--- src/rtl/cnt_event_pkg.sv ---
// Shared event-type encodings and record sizing for the counter event FIFO.
package cnt_event_pkg;

    localparam logic [1:0] EVT_NONE = 2'b00;
    localparam logic [1:0] EVT_WRAP = 2'b01;
    localparam logic [1:0] EVT_THR  = 2'b10;
    localparam logic [1:0] EVT_BOTH = 2'b11;

    // A record is the 2-bit event type stacked on top of the sampled count.
    function automatic int rec_w(input int cnt_w);
        return cnt_w + 2;
    endfunction

endpackage

--- src/rtl/cnt_event_sync_fifo.sv ---
// Generic DEPTH x WIDTH synchronous FIFO; a pop on a full FIFO frees room for a same-edge push.
module cnt_event_sync_fifo #(
    parameter int DEPTH = 4,
    parameter int WIDTH = 13
) (
    input  logic             clk,
    input  logic             rst,
    input  logic             push,
    input  logic             pop,
    input  logic [WIDTH-1:0] wdata,
    output logic [WIDTH-1:0] rdata,
    output logic             full,
    output logic             empty
);

    localparam int AW = $clog2(DEPTH);

    logic [WIDTH-1:0] mem [DEPTH];
    logic [AW:0]      wr_ptr;
    logic [AW:0]      rd_ptr;
    logic             do_push;
    logic             do_pop;

    // Extra MSB on each pointer separates the full case from the empty case.
    assign empty   = (wr_ptr == rd_ptr);
    assign full    = (wr_ptr[AW] != rd_ptr[AW]) && (wr_ptr[AW-1:0] == rd_ptr[AW-1:0]);
    assign do_pop  = pop && !empty;
    assign do_push = push && (!full || do_pop);
    assign rdata   = mem[rd_ptr[AW-1:0]];

    always_ff @(posedge clk) begin
        if (rst) begin
            wr_ptr <= '0;
            rd_ptr <= '0;
        end else begin
            if (do_push) wr_ptr <= wr_ptr + 1'b1;
            if (do_pop)  rd_ptr <= rd_ptr + 1'b1;
        end
    end

    always_ff @(posedge clk) begin
        if (!rst && do_push) mem[wr_ptr[AW-1:0]] <= wdata;
    end

endmodule

--- src/rtl/cnt_event_fifo.sv ---
// Detects wrap / threshold events on an upstream count and queues them as records.
// Define CNT_EVENT_FIFO_FORMAL_EN to compile in assertions and cover points.
module cnt_event_fifo
    import cnt_event_pkg::*;
#(
    parameter int CNT_W  = 11,
    parameter int THRESH = 1000,
    parameter int DEPTH  = 4,
    parameter int DROP_W = 8
) (
    input  logic                 clk,
    input  logic                 rst,
    input  logic [CNT_W-1:0]     cnt_in,
    input  logic                 cnt_valid,
    output logic                 out_valid,
    input  logic                 out_ready,
    output logic [CNT_W+1:0]     out_data,
    output logic [DROP_W-1:0]    drop_cnt
);

    localparam int               RW    = rec_w(CNT_W);
    localparam logic [CNT_W-1:0] THR_V = CNT_W'(THRESH);

    logic [CNT_W-1:0] prev_cnt;
    logic             prev_vld;
    logic             wrap;
    logic             thr;
    logic [1:0]       evt_type;
    logic             push;
    logic             drop_now;
    logic             full;
    logic             empty;
    logic [RW-1:0]    head;

    assign wrap = cnt_valid && prev_vld && (cnt_in < prev_cnt);
    assign thr  = cnt_valid && (cnt_in == THR_V) && (!prev_vld || prev_cnt != THR_V);
    assign push = wrap || thr;

    always_comb begin
        evt_type = EVT_NONE;
        case ({thr, wrap})
            2'b01:   evt_type = EVT_WRAP;
            2'b10:   evt_type = EVT_THR;
            2'b11:   evt_type = EVT_BOTH;
            default: evt_type = EVT_NONE;
        endcase
    end

    // A record is lost only when full and no pop is draining a slot this edge.
    assign drop_now = push && full && !out_ready;

    always_ff @(posedge clk) begin
        if (rst) begin
            prev_cnt <= '0;
            prev_vld <= 1'b0;
            drop_cnt <= '0;
        end else begin
            if (cnt_valid) begin
                prev_cnt <= cnt_in;
                prev_vld <= 1'b1;
            end
            if (drop_now && drop_cnt != {DROP_W{1'b1}}) drop_cnt <= drop_cnt + 1'b1;
        end
    end

    cnt_event_sync_fifo #(
        .DEPTH (DEPTH),
        .WIDTH (RW)
    ) u_fifo (
        .clk   (clk),
        .rst   (rst),
        .push  (push),
        .pop   (out_ready),
        .wdata ({evt_type, cnt_in}),
        .rdata (head),
        .full  (full),
        .empty (empty)
    );

    assign out_valid = !empty;
    assign out_data  = empty ? '0 : head;

`ifdef CNT_EVENT_FIFO_FORMAL_EN
    logic          past_rst;
    logic          held;
    logic [RW-1:0] last_data;
    logic [DROP_W-1:0] last_drop;
    int            occ;

    always_ff @(posedge clk) begin
        past_rst  <= rst;
        held      <= out_valid && !out_ready;
        last_data <= out_data;
        last_drop <= drop_cnt;
        if (rst) occ <= 0;
        else     occ <= occ + ((push && !drop_now) ? 1 : 0) - ((out_valid && out_ready) ? 1 : 0);
        if (!rst && !past_rst) begin
            assert (occ <= DEPTH);
            if (held) assert (out_valid && out_data == last_data);
            assert (drop_cnt >= last_drop);
            if (out_valid) assert (out_data[RW-1:CNT_W] != EVT_NONE);
        end
    end

    cover property (@(posedge clk) disable iff (rst) full);
    cover property (@(posedge clk) disable iff (rst) wrap && thr);
`endif

endmodule

--- config.mk ---
export PLATFORM = sky130hd
export DESIGN_NAME = cnt_event_fifo
export DESIGN_NICKNAME = d
export VERILOG_FILES = /design/src/rtl/cnt_event_pkg.sv /design/src/rtl/cnt_event_sync_fifo.sv /design/src/rtl/cnt_event_fifo.sv
export SDC_FILE = /design/constraint.sdc
export NUM_CORES = 1
export LEC_CHECK = 0
export ABC_CLOCK_PERIOD_IN_PS = 2870
export CAP_MARGIN = 10
export CORE_AREA = 2 2 83 93
export CTS_BUF_LIST = sky130_fd_sc_hd__clkbuf_16
export CTS_CLUSTER_DIAMETER = 40
export DETAILED_ROUTE_END_ITERATION = 12
export DIE_AREA = 0 0 85 95
export PLACE_DENSITY = 0.81
export SLEW_MARGIN = 10
export SYNTH_ARGS = -nofsm -noshare
export SYNTH_HDL_FRONTEND = slang
export SYNTH_SLANG_ARGS = --single-unit
--- constraint.sdc ---
create_clock -name clk -period 2.87 [get_ports clk]
set_clock_uncertainty 0.1 [all_clocks]
set_input_delay 0.574 -clock clk [delete_from_list [all_inputs] [get_ports clk]]
set_output_delay 0.574 -clock clk [all_outputs]
set_load 0.01 [all_outputs]
==> impl_metrics.env <==
export IMPL_synth_warnings=0
export IMPL_detailedPlacementHpwl_um=4644
export IMPL_std_cell_rows=33
export IMPL_area_growth_pct=27.01
export IMPL_synth_top_cell_by_area="edfxtp_1"
export IMPL_drc_violations=0
export IMPL_layout_common_cells="edfxtp_1 (52), clkdlybuf4s50_1 (36), dfxtp_1 (28)"
export IMPL_pwr_share_seq=0.504
export IMPL_grt_total_usage=0.1831
export IMPL_drt_first_pass_iters=4
export IMPL_totalPowerFinal_mw=2.490
export IMPL_synth_top_cell_area_share=0.4384
export IMPL_first_global_vias=2305
export IMPL_vias=2271
export IMPL_clock_tree_buffer_depth=2
export IMPL_synthCells=263
export IMPL_fraction_of_layout_instances_using_a_drive_strength_above_1=0.2036
export IMPL_synth_simple_gate_area_share=0.1187
export IMPL_leakage_power_nw=1.620
export IMPL_stdcell_area_um2=4524
export IMPL_worst_skew_pair_late_latency_ps=330
export IMPL_internal_power_mw=1.945
export IMPL_route_antenna_remaining_nets=0
export IMPL_worst_pin_slew_ps=793.6
export IMPL_antenna_found_initial=0
export IMPL_finalSetupViolCount=0
export IMPL_worst_r2r_path_depth=10
export IMPL_syn_area_um2=3562
export IMPL_criticalPathCategory="in -> reg"
export IMPL_totalWireLength_um=6704
export IMPL_finalSetupTns_ps=0
export IMPL_report_final_slew_viol_count=0
export IMPL_critical_path_required_ps=3030
export IMPL_die_w_um=85
export IMPL_crit_family="simple AND/OR/NAND/NOR gates"
export IMPL_crit_reg2reg_launch="prev_cnt[4]"
export IMPL_cells_traversed_along_the_worst_timing_path="clkdlybuf4s50_1 > ha_1 > and4_2 > and2_2 > a221oi_4 > buf_6 > buf_4 > nor2_1 > or3_1 > a21oi_1"
export IMPL_min_path_type="reg -> reg"
export IMPL_cts_buffers=9
export IMPL_clock_tree_htree_level_count=3
export IMPL_startpoint_type="primary input"
export IMPL_async_reset_ff_frac=0
export IMPL_worst_path_stages=10
export IMPL_grt_max_degree=29
export IMPL_finish_net_count=360
export IMPL_post_dp_cell_area_um2=4237
export IMPL_cts_sinks=80
export IMPL_multiInputGateArea_um2=1345
export IMPL_p_comb_frac=0.100
export IMPL_outcome="complete, no violations"
export IMPL_relSlewSlack=0.4669
export IMPL_synth_area_per_cell_um2=13.54
export IMPL_cp_end_kind="flop"
export IMPL_crit_buf_inv=3
export IMPL_finish_cell_count_without_fillers=421
export IMPL_floorplan_io_pins=37
export IMPL_worst_path_max_fanout=9
export IMPL_final_common_cell="edfxtp_1"
export IMPL_main_combinational_cell_family_by_area_after_synthesis="multiplexers"
export IMPL_placed_cells_incl_taps=405
export IMPL_post_drt_via_cell_ratio=5.394
export IMPL_synth_enable_flop_cells=52
export IMPL_main_synth_ff_type="edfxtp_1"
export IMPL_tritoncts="yes"
export IMPL_syn_nets=294
export IMPL_final_hold_worst_slack_ps=410.1
export IMPL_floorplan_die_height_um=95
export IMPL_gr_overflow_total=0
export IMPL_hold_violations=0
export IMPL_cts_reportedPaths_clkPinSlew_ps=50
export IMPL_placeableCoreArea_um2=7226
export IMPL_fillCellCount=537
export IMPL_fp_dieArea_um2=8075
export IMPL_flop_and_latch_count_out_of_synthesis=80
export IMPL_worst_ir_drop_vdd_mv=0.3261
export IMPL_start_util=0.4930
export IMPL_p_clk_frac=0.396
export IMPL_cp_data_arrival_time_ps=2940
export IMPL_worst_path_max_delay_cell="clkdlybuf4s50_1"
export IMPL_drt_initial_drc_count=152
export IMPL_synth_distinct_cells=41
export IMPL_power_per_cell_area_nw_per_um2=550.2
export IMPL_r2r_slack_ps=390
export IMPL_route_detailed_wl_per_inst_um=15.92
export IMPL_critPathLaunch="cnt_in[7]"
export IMPL_period_minus_slack_ps=2783
export IMPL_max_clock_freq_mhz=359.4
export IMPL_antenna_cells=0
export IMPL_first_pass_grt_wire_length_um=11100
export IMPL_period_share=0.9696
export IMPL_net_switching_share_of_the_total_power=0.2188
export IMPL_synthMuxAreaShare=0.1219
export IMPL_switch_pwr_mw=0.5448
export IMPL_layout_area_seq_um2=2122
export IMPL_reg2reg_to="drop_cnt[5]"
export IMPL_port_buffers=36
export IMPL_cts_root_buffer="clkbuf_16"
export IMPL_critPathMaxStageDelay_ps=440
export IMPL_synth_sequential_area_ratio=0.5957
export IMPL_drv_cap=0
export IMPL_yosys_area_share_xor_xnor=0.01475
export IMPL_synthAdderAreaFrac=0.05620
export IMPL_synth_compound_gate_area_share=0.05796
export IMPL_place_gp_congestion=0.8241
export IMPL_cts_setup_buffers=0
export IMPL_worst_setup_path_endpoint="drop_cnt[5]"
export IMPL_grt_setup_unrepaired="yes"
export IMPL_synthTopCellsByArea="edfxtp_1 (44%), dfxtp_1 (16%), mux4_2 (8.2%)"
[worst reg2reg max path, cell delays in order (launching register included)]
cell      delay, ps
dfxtp_1         380
inv_1            60
ha_1            300
and4_1          190
and2_2          200
a221oi_4        320
buf_6           150
buf_4           160
nor2_1           70
or3_1           350
a21oi_1         140
[flip-flops by register name, indices dropped and copies added (netlist names), named ones only]
signal / cells
u_fifo.mem: 52
prev_cnt: 11
drop_cnt: 8
u_fifo.rd_ptr: 3
u_fifo.wr_ptr: 3
prev_vld: 1
[cell type report]
class / count / share of cell area
Clock inverter: 7 / 0.007743
Timing Repair Buffer: 64 / 0.1380
Multi-Input combinational cell: 157 / 0.2973
Tap cell: 87 / 0.02406
Inverter: 17 / 0.01410
Sequential cell: 80 / 0.4690
Clock buffer: 9 / 0.04978
[per-layer routing]
layer / vias up / global-route usage / share of wire
met5: - / 0 / 0
met4: 0 / 0.07937 / 0.021
met3: 11 / 0.04983 / 0.043
met2: 49 / 0.3092 / 0.51
met1: 1104 / 0.2206 / 0.43
li1: 1107 / - / -
[kinds of logic (layout without fill, tap and decap cells)]
group                    after synthesis  count (layout)
adder cells (fa/ha/maj)               16              16
AND/OR/NAND/NOR                       79              79
multiplexers                          27              27
AO/OA/AOI/OAI                         29              29
buffers and inverters                 26              97
flip-flops                            80              80
XOR/XNOR                               6               6
[power groups by stage]
stage | sequential [mW] | clock, mW | combinational, mW
after CTS | 1.25 | 1.00 | 0.250
after global routing | 1.26 | 1.06 | 0.275
after global placement | 1.28 | 0 | 0.241
after floorplan | 1.28 | 0 | 0.130
final | 1.25 | 0.986 | 0.249
after detailed placement | 1.28 | 0 | 0.248
[synth_stat cells, drive strengths merged (2+ instances only)]
library cell / n
a21oi: 10
buf: 3
xnor2: 3
ha: 16
xor2: 3
nor2b: 14
o31ai: 2
clkbuf: 6
a211oi: 2
mux4: 13
nand2: 10
nor2: 23
and4: 2
nand4: 3
mux2i: 13
o2111ai: 3
or3: 4
nor3: 4
o21ai: 8
o211ai: 2
and2: 5
edfxtp: 52
dfxtp: 28
or4: 3
and3: 2
nand3: 3
inv: 17
[metrics by stage]
stage	setup WS, ps	util
2_1_floorplan	15.54	-
3_3_place_gp	-295.0	0.5863
3_5_place_dp	-345.3	0.5863
4_1_cts	35.17	0.6223
5_1_grt	-8.817	0.6261
6_report	87.32	0.6261
[timing repair]
action,CTS,global route
endpoints found under the hold margin,0,0
pin swaps,1,3
hold buffers,0,0
endpoints found under the setup margin,43,54
resized for setup,1,6
[worst min-delay path by stage]
stage | slack, ps | to | start | depth (start not counted)
2_1_floorplan | 360 | prev_vld | prev_vld | 2
3_3_place_gp | 390 | prev_vld | prev_vld | 2
3_5_place_dp | 400 | drop_cnt[1] | drop_cnt[1] | 2
4_1_cts | 410 | drop_cnt[1] | drop_cnt[1] | 2
5_1_grt | 450 | drop_cnt[6] | drop_cnt[6] | 2
6_report | 410 | drop_cnt[1] | drop_cnt[1] | 2
No activity file was read; power rests on OpenSTA's default activity.
==> RTL change 1 (same flow settings) <==
The parameter `DROP_W` goes from 8 to 7.
--- a/src/rtl/cnt_event_fifo.sv
+++ b/src/rtl/cnt_event_fifo.sv
@@ -6,7 +6,7 @@
     parameter int CNT_W  = 11,
     parameter int THRESH = 1000,
     parameter int DEPTH  = 4,
-    parameter int DROP_W = 8
+    parameter int DROP_W = 7
 ) (
     input  logic                 clk,
     input  logic                 rst,
Interface: changed (resized drop_cnt); port bits go from 37 to 36. The function was not compared with the original's and may differ.
==> RTL change 1 against the unedited design <==
- sequential cell count shrank 1
- cell area shrank 0.80%
- highest routed layer unchanged
- largest cell class unchanged
- count of clock-buffer cells in the layout is the same
- via count shrank 2.4%
- largest power group unchanged
- sequential share of layout area shrank 0.067 points
- first-iteration DRC count shrank 45%
- total power grew 9.0%
- combinational power grew 18%
- setup slack lost 0.0078 ns
- wire length grew 4.3%
- synthesized area shrank 3.2%
==> RTL change 1: results (changes against the unedited design) <==
[clock_network]
h-tree-depth=3  ; unchanged
root_buffer=clkbuf_16

[power]
vdd_ir_drop_max_uv=470  ; +44%
p_leak_nw=1.63  ; +0.63%

[global_route]
grtUsageMet2_pct=33.5  ; +2.6 points
grt_util_met1_pct=22.3  ; +0.27 points
grt_usage_pct=19.1  ; +0.77 points
grt_pass1_vias=2380  ; +3.3%
gr-usage-met3_pct=4.02  ; -0.96 points
grt_pass1_wl_um=11600  ; +4.8%
grt_max_degree=17  ; -41%

[place]
place_ws_ns=-0.293  ; +0.0519 ns
post_dp_cell_area_sq_um=4160  ; -1.8%
place_inst=393  ; -3.0%
dp_hpwl_um=4820  ; +3.7%
routabilityCongestion=0.879  ; +6.6%
port_buffers=35  ; -2.8%

[setup_path]
critPathMaxStageDelay_ns=0.55  ; +0.11 ns
crit_family=buffers and inverters
critPathArrivalTime_ns=2.12  ; -0.82 ns
cpMaxStageDelayCell=mux4_2
cp_max_fo=13  ; +4

[hold_path]
hold_path_class=reg -> reg

[synth]
synth_area_leaders=edfxtp_1 45%, dfxtp_1 16%, mux4_2 8.5%, ha_1 5.8%, mux2i_1 4.1%
synth_nets=281  ; -4.4%
yosys_warnings=0  ; unchanged
synth_area_per_cell_sq_um=13.8  ; +1.8%
post_synth_most_frequent_cells=52 x edfxtp_1, 27 x dfxtp_1, 25 x nor2_1
synth_cell_types=37  ; -9.8%
ys_seq_area_share_pct=61.0  ; +1.4 points
async_reset_ff_share_pct=0  ; unchanged

[drt]
met2_length_um=3670  ; +7.0%
dr_wl_met3_um=232  ; -20%
vias=2216  ; -2.4%
topRoutingLayerUsed=met4
wl_um=6990  ; +4.3%
wl_met1_um=2940  ; +3.2%
drtIter0Drc=84  ; -45%

[layout]
stdcell_count=409  ; -2.9%
drive_above_1_share_pct=22.7  ; +2.3 points
largest_register_ffs=52  ; unchanged
fin_nets=348  ; -3.3%

[timing]
tightest_slew_ns=0.536  ; -0.257 ns

[run_status]
outcome=finished clean

==> RTL change 1: what timing repair did <==
action                                  4_1_cts  5_1_grt
resized for setup                             1        5
endpoints found under the setup margin        1       41
pin swaps                                     0        2
==> RTL change 1: logic make-up (layout without fill, tap and decap cells) <==
logic type               Yosys count  after routing  synth area share, %
adder cells (fa/ha/maj)           16             16                 5.81
flip-flops                        79             79                 61.0
AND/OR/NAND/NOR                   70             70                 11.0
buffers and inverters             25             97                 2.76
XOR/XNOR                           7              7                 1.78
AO/OA/AOI/OAI                     26             26                 5.12
multiplexers                      27             27                 12.6
==> RTL change 1: worst min-delay path, cell delays in order, from the launching register on <==
cell	delay (ns)
dfxtp_1	0.33
inv_1	0.05
a21oi_1	0.05
==> RTL change 1: worst paths after layout <==
| check | startpoint | end | slack, ns | depth (start not counted) |
|---|---|---|---|---|
| min | drop_cnt[6] | drop_cnt[6] | 0.37 | 2 |
| max | flop | out_data[9] | 0.08 | 4 |
| max reg2reg | prev_cnt[4] | drop_cnt[5] | 0.41 | 9 |
| min reg2reg | drop_cnt[6] | drop_cnt[6] | 0.37 | 2 |
==> RTL change 1: cell type report <==
cell class                 count  area [sq um]
fill                         542          2740
sequential                    79          2100
multi-input combinational    146          1290
timing repair buffer          64           617
clock buffer                   9           225
tap                           87           109
clock inverter                 7          85.1
inverter                      17          63.8
==> RTL change 1: power breakdown <==
part / internal (W) / switching [W]
clock network: 0.000693 / 0.000485
registers: 0.00123 / 0.0000137
logic: 0.000156 / 0.000137
total: 0.00208 / 0.000636
==> RTL change 2 (same flow settings) <==
Without the edit above. Change the parameter `THRESH` from 1000 to 500.
--- a/src/rtl/cnt_event_fifo.sv
+++ b/src/rtl/cnt_event_fifo.sv
@@ -4,7 +4,7 @@
     import cnt_event_pkg::*;
 #(
     parameter int CNT_W  = 11,
-    parameter int THRESH = 1000,
+    parameter int THRESH = 500,
     parameter int DEPTH  = 4,
     parameter int DROP_W = 8
 ) (
Check against the original RTL: not equivalent (a bounded check fails within 4 cycles, from zero or initial values and one cycle with rst high).
==> RTL change 2 against the unedited design <==
- cell area grew 3.3%
- core utilization grew 2.1 points
- sequential cell count is the same
- wire length grew 8.9%
- synthesized area shrank 0.42%
- setup slack lost 0.0080 ns
- total power grew 10%
- worst hold slack gained 0.0083 ns
- sequential share of layout area shrank 1.5 points
- via count grew 3.6%
- register-to-register slack lost 0.07 ns
==> RTL change 2: results (changes against the unedited design) <==
[synth]
synth_xor_area_share_pct=1.73  ; +0.25 points
synthCells=260  ; -1.1%
synth_area_leaders=edfxtp_1 44%, dfxtp_1 16%, mux4_2 8.3%, ha_1 5.6%, mux2i_1 3.7%
post_synth_most_frequent_cells=52 x edfxtp_1, 28 x dfxtp_1, 24 x nor2_1
synth_nets=291  ; -1.0%
synthMuxAreaShare_pct=12.2  ; +0.052 points
synthAdderAreaFrac_pct=5.64  ; +0.024 points

[layout]
drive_above_1_share_pct=23.8  ; +3.5 points
fin_nets=362  ; +0.56%

[power]
switching_share_pct=21.4  ; -0.48 points
p_leak_nw=1.70  ; +4.7%
vdd_ir_drop_max_uv=603  ; +85%

[hold_path]
hold_start=prev_vld

[place]
routabilityCongestion=0.870  ; +5.6%
dp_hpwl_um=4770  ; +2.8%

[drt]
wl_um=7300  ; +8.9%
drtIter0Drc=102  ; -33%

[setup_path]
reg2reg_from=prev_cnt[5]
ff2ff_setup_slack_ns=0.32  ; -0.07 ns
crit_start=cnt_in[9]
cp_max_fo=6  ; -3
critPathArrivalTime_ns=2.91  ; -0.03 ns

[global_route]
grt_pass1_vias=2457  ; +6.6%
grt_usage_pct=19.7  ; +1.4 points
grt_pass1_wl_um=12000  ; +8.3%

[timing]
timing.hold.ws_ns=0.418  ; +0.00833 ns

[run_status]
outcome=finished clean

[RTL change 2: cell count changes after synthesis, sizes merged, moves of 2 or more]
cell     change
a21oi        -3
nand2        -3
nor3         +3
o21ba        +3
inv          -2
o2111ai      -2
or4b         +2
[RTL change 2: cell type report]
| type | instances | area (sq um) |
|---|---|---|
| sequential | 80 | 2120 |
| multi-input combinational | 157 | 1400 |
| fill | 493 | 2550 |
| timing repair buffer | 68 | 669 |
| inverter | 15 | 56.3 |
| tap | 87 | 109 |
| clock inverter | 7 | 90.1 |
| clock buffer | 9 | 225 |
[RTL change 2: worst paths after layout]
path,end,cells after the start
worst max-delay path,drop_cnt[2],10
worst min-delay path,prev_vld,2
worst max register to register,drop_cnt[2],10
worst min register to register,prev_vld,2
[RTL change 2: what timing repair did]
action / CTS / global route
gates cloned: 0 / 0
buffers inserted: 0 / 2
pin swaps: 2 / 7
gates resized for setup: 4 / 15
setup endpoints to repair: 56 / 71
[RTL change 2: kinds of logic after synthesis]
logic type	Yosys count
and+or+nand+nor	83
DFF	80
muxes	27
AOI/OAI and AO/OA	24
buffers and inverters	23
adders and majority gates	16
xor gates and xnor gates	7
[RTL change 2: stage by stage]
| stage | setup slack, ns | power, W | area (sq um) | TNS [ns] |
|---|---|---|---|---|
| after floorplan | 0.0615 | 0.00142 | 3550 | 0 |
| after global placement | -0.333 | 0.00155 | 4270 | -18.47 |
| after detailed placement | -0.374 | 0.00156 | 4270 | -19.75 |
| after CTS | 0.00231 | 0.00275 | 4600 | 0 |
| after global routing | -0.0278 | 0.00284 | 4670 | -0.999 |
| final | 0.0794 | 0.00275 | 4670 | 0 |
[RTL change 2: routing by layer]
metal / GRT usage, % / wire, um / share of wire, % / vias up
met5: 0 / 0 / 0 / -
met4: 7.67 / 170 / 2.3 / 0
met3: 3.93 / 313 / 4.3 / 14
li1: - / - / - / 1111
met1: 23.8 / 3080 / 42 / 1158
met2: 34.8 / 3740 / 51 / 70
[RTL change 2: power by group through the flow]
stage	Combinational [W]	Sequential [W]	Clock, W
after floorplan	0.000145	0.00128	0
after global placement	0.000273	0.00128	0
after detailed placement	0.000282	0.00128	0
after CTS	0.000287	0.00125	0.00121
after global routing	0.000329	0.00126	0.00126
final	0.000301	0.00126	0.00119
[RTL change 2: critical path, cell delays in order]
cell,delay (ns)
clkdlybuf4s50_1,0.43
ha_1,0.32
and4_1,0.20
and2_1,0.17
a221oi_4,0.34
buf_6,0.16
o21ai_2,0.09
buf_4,0.19
o31a_1,0.23
o21ba_2,0.20
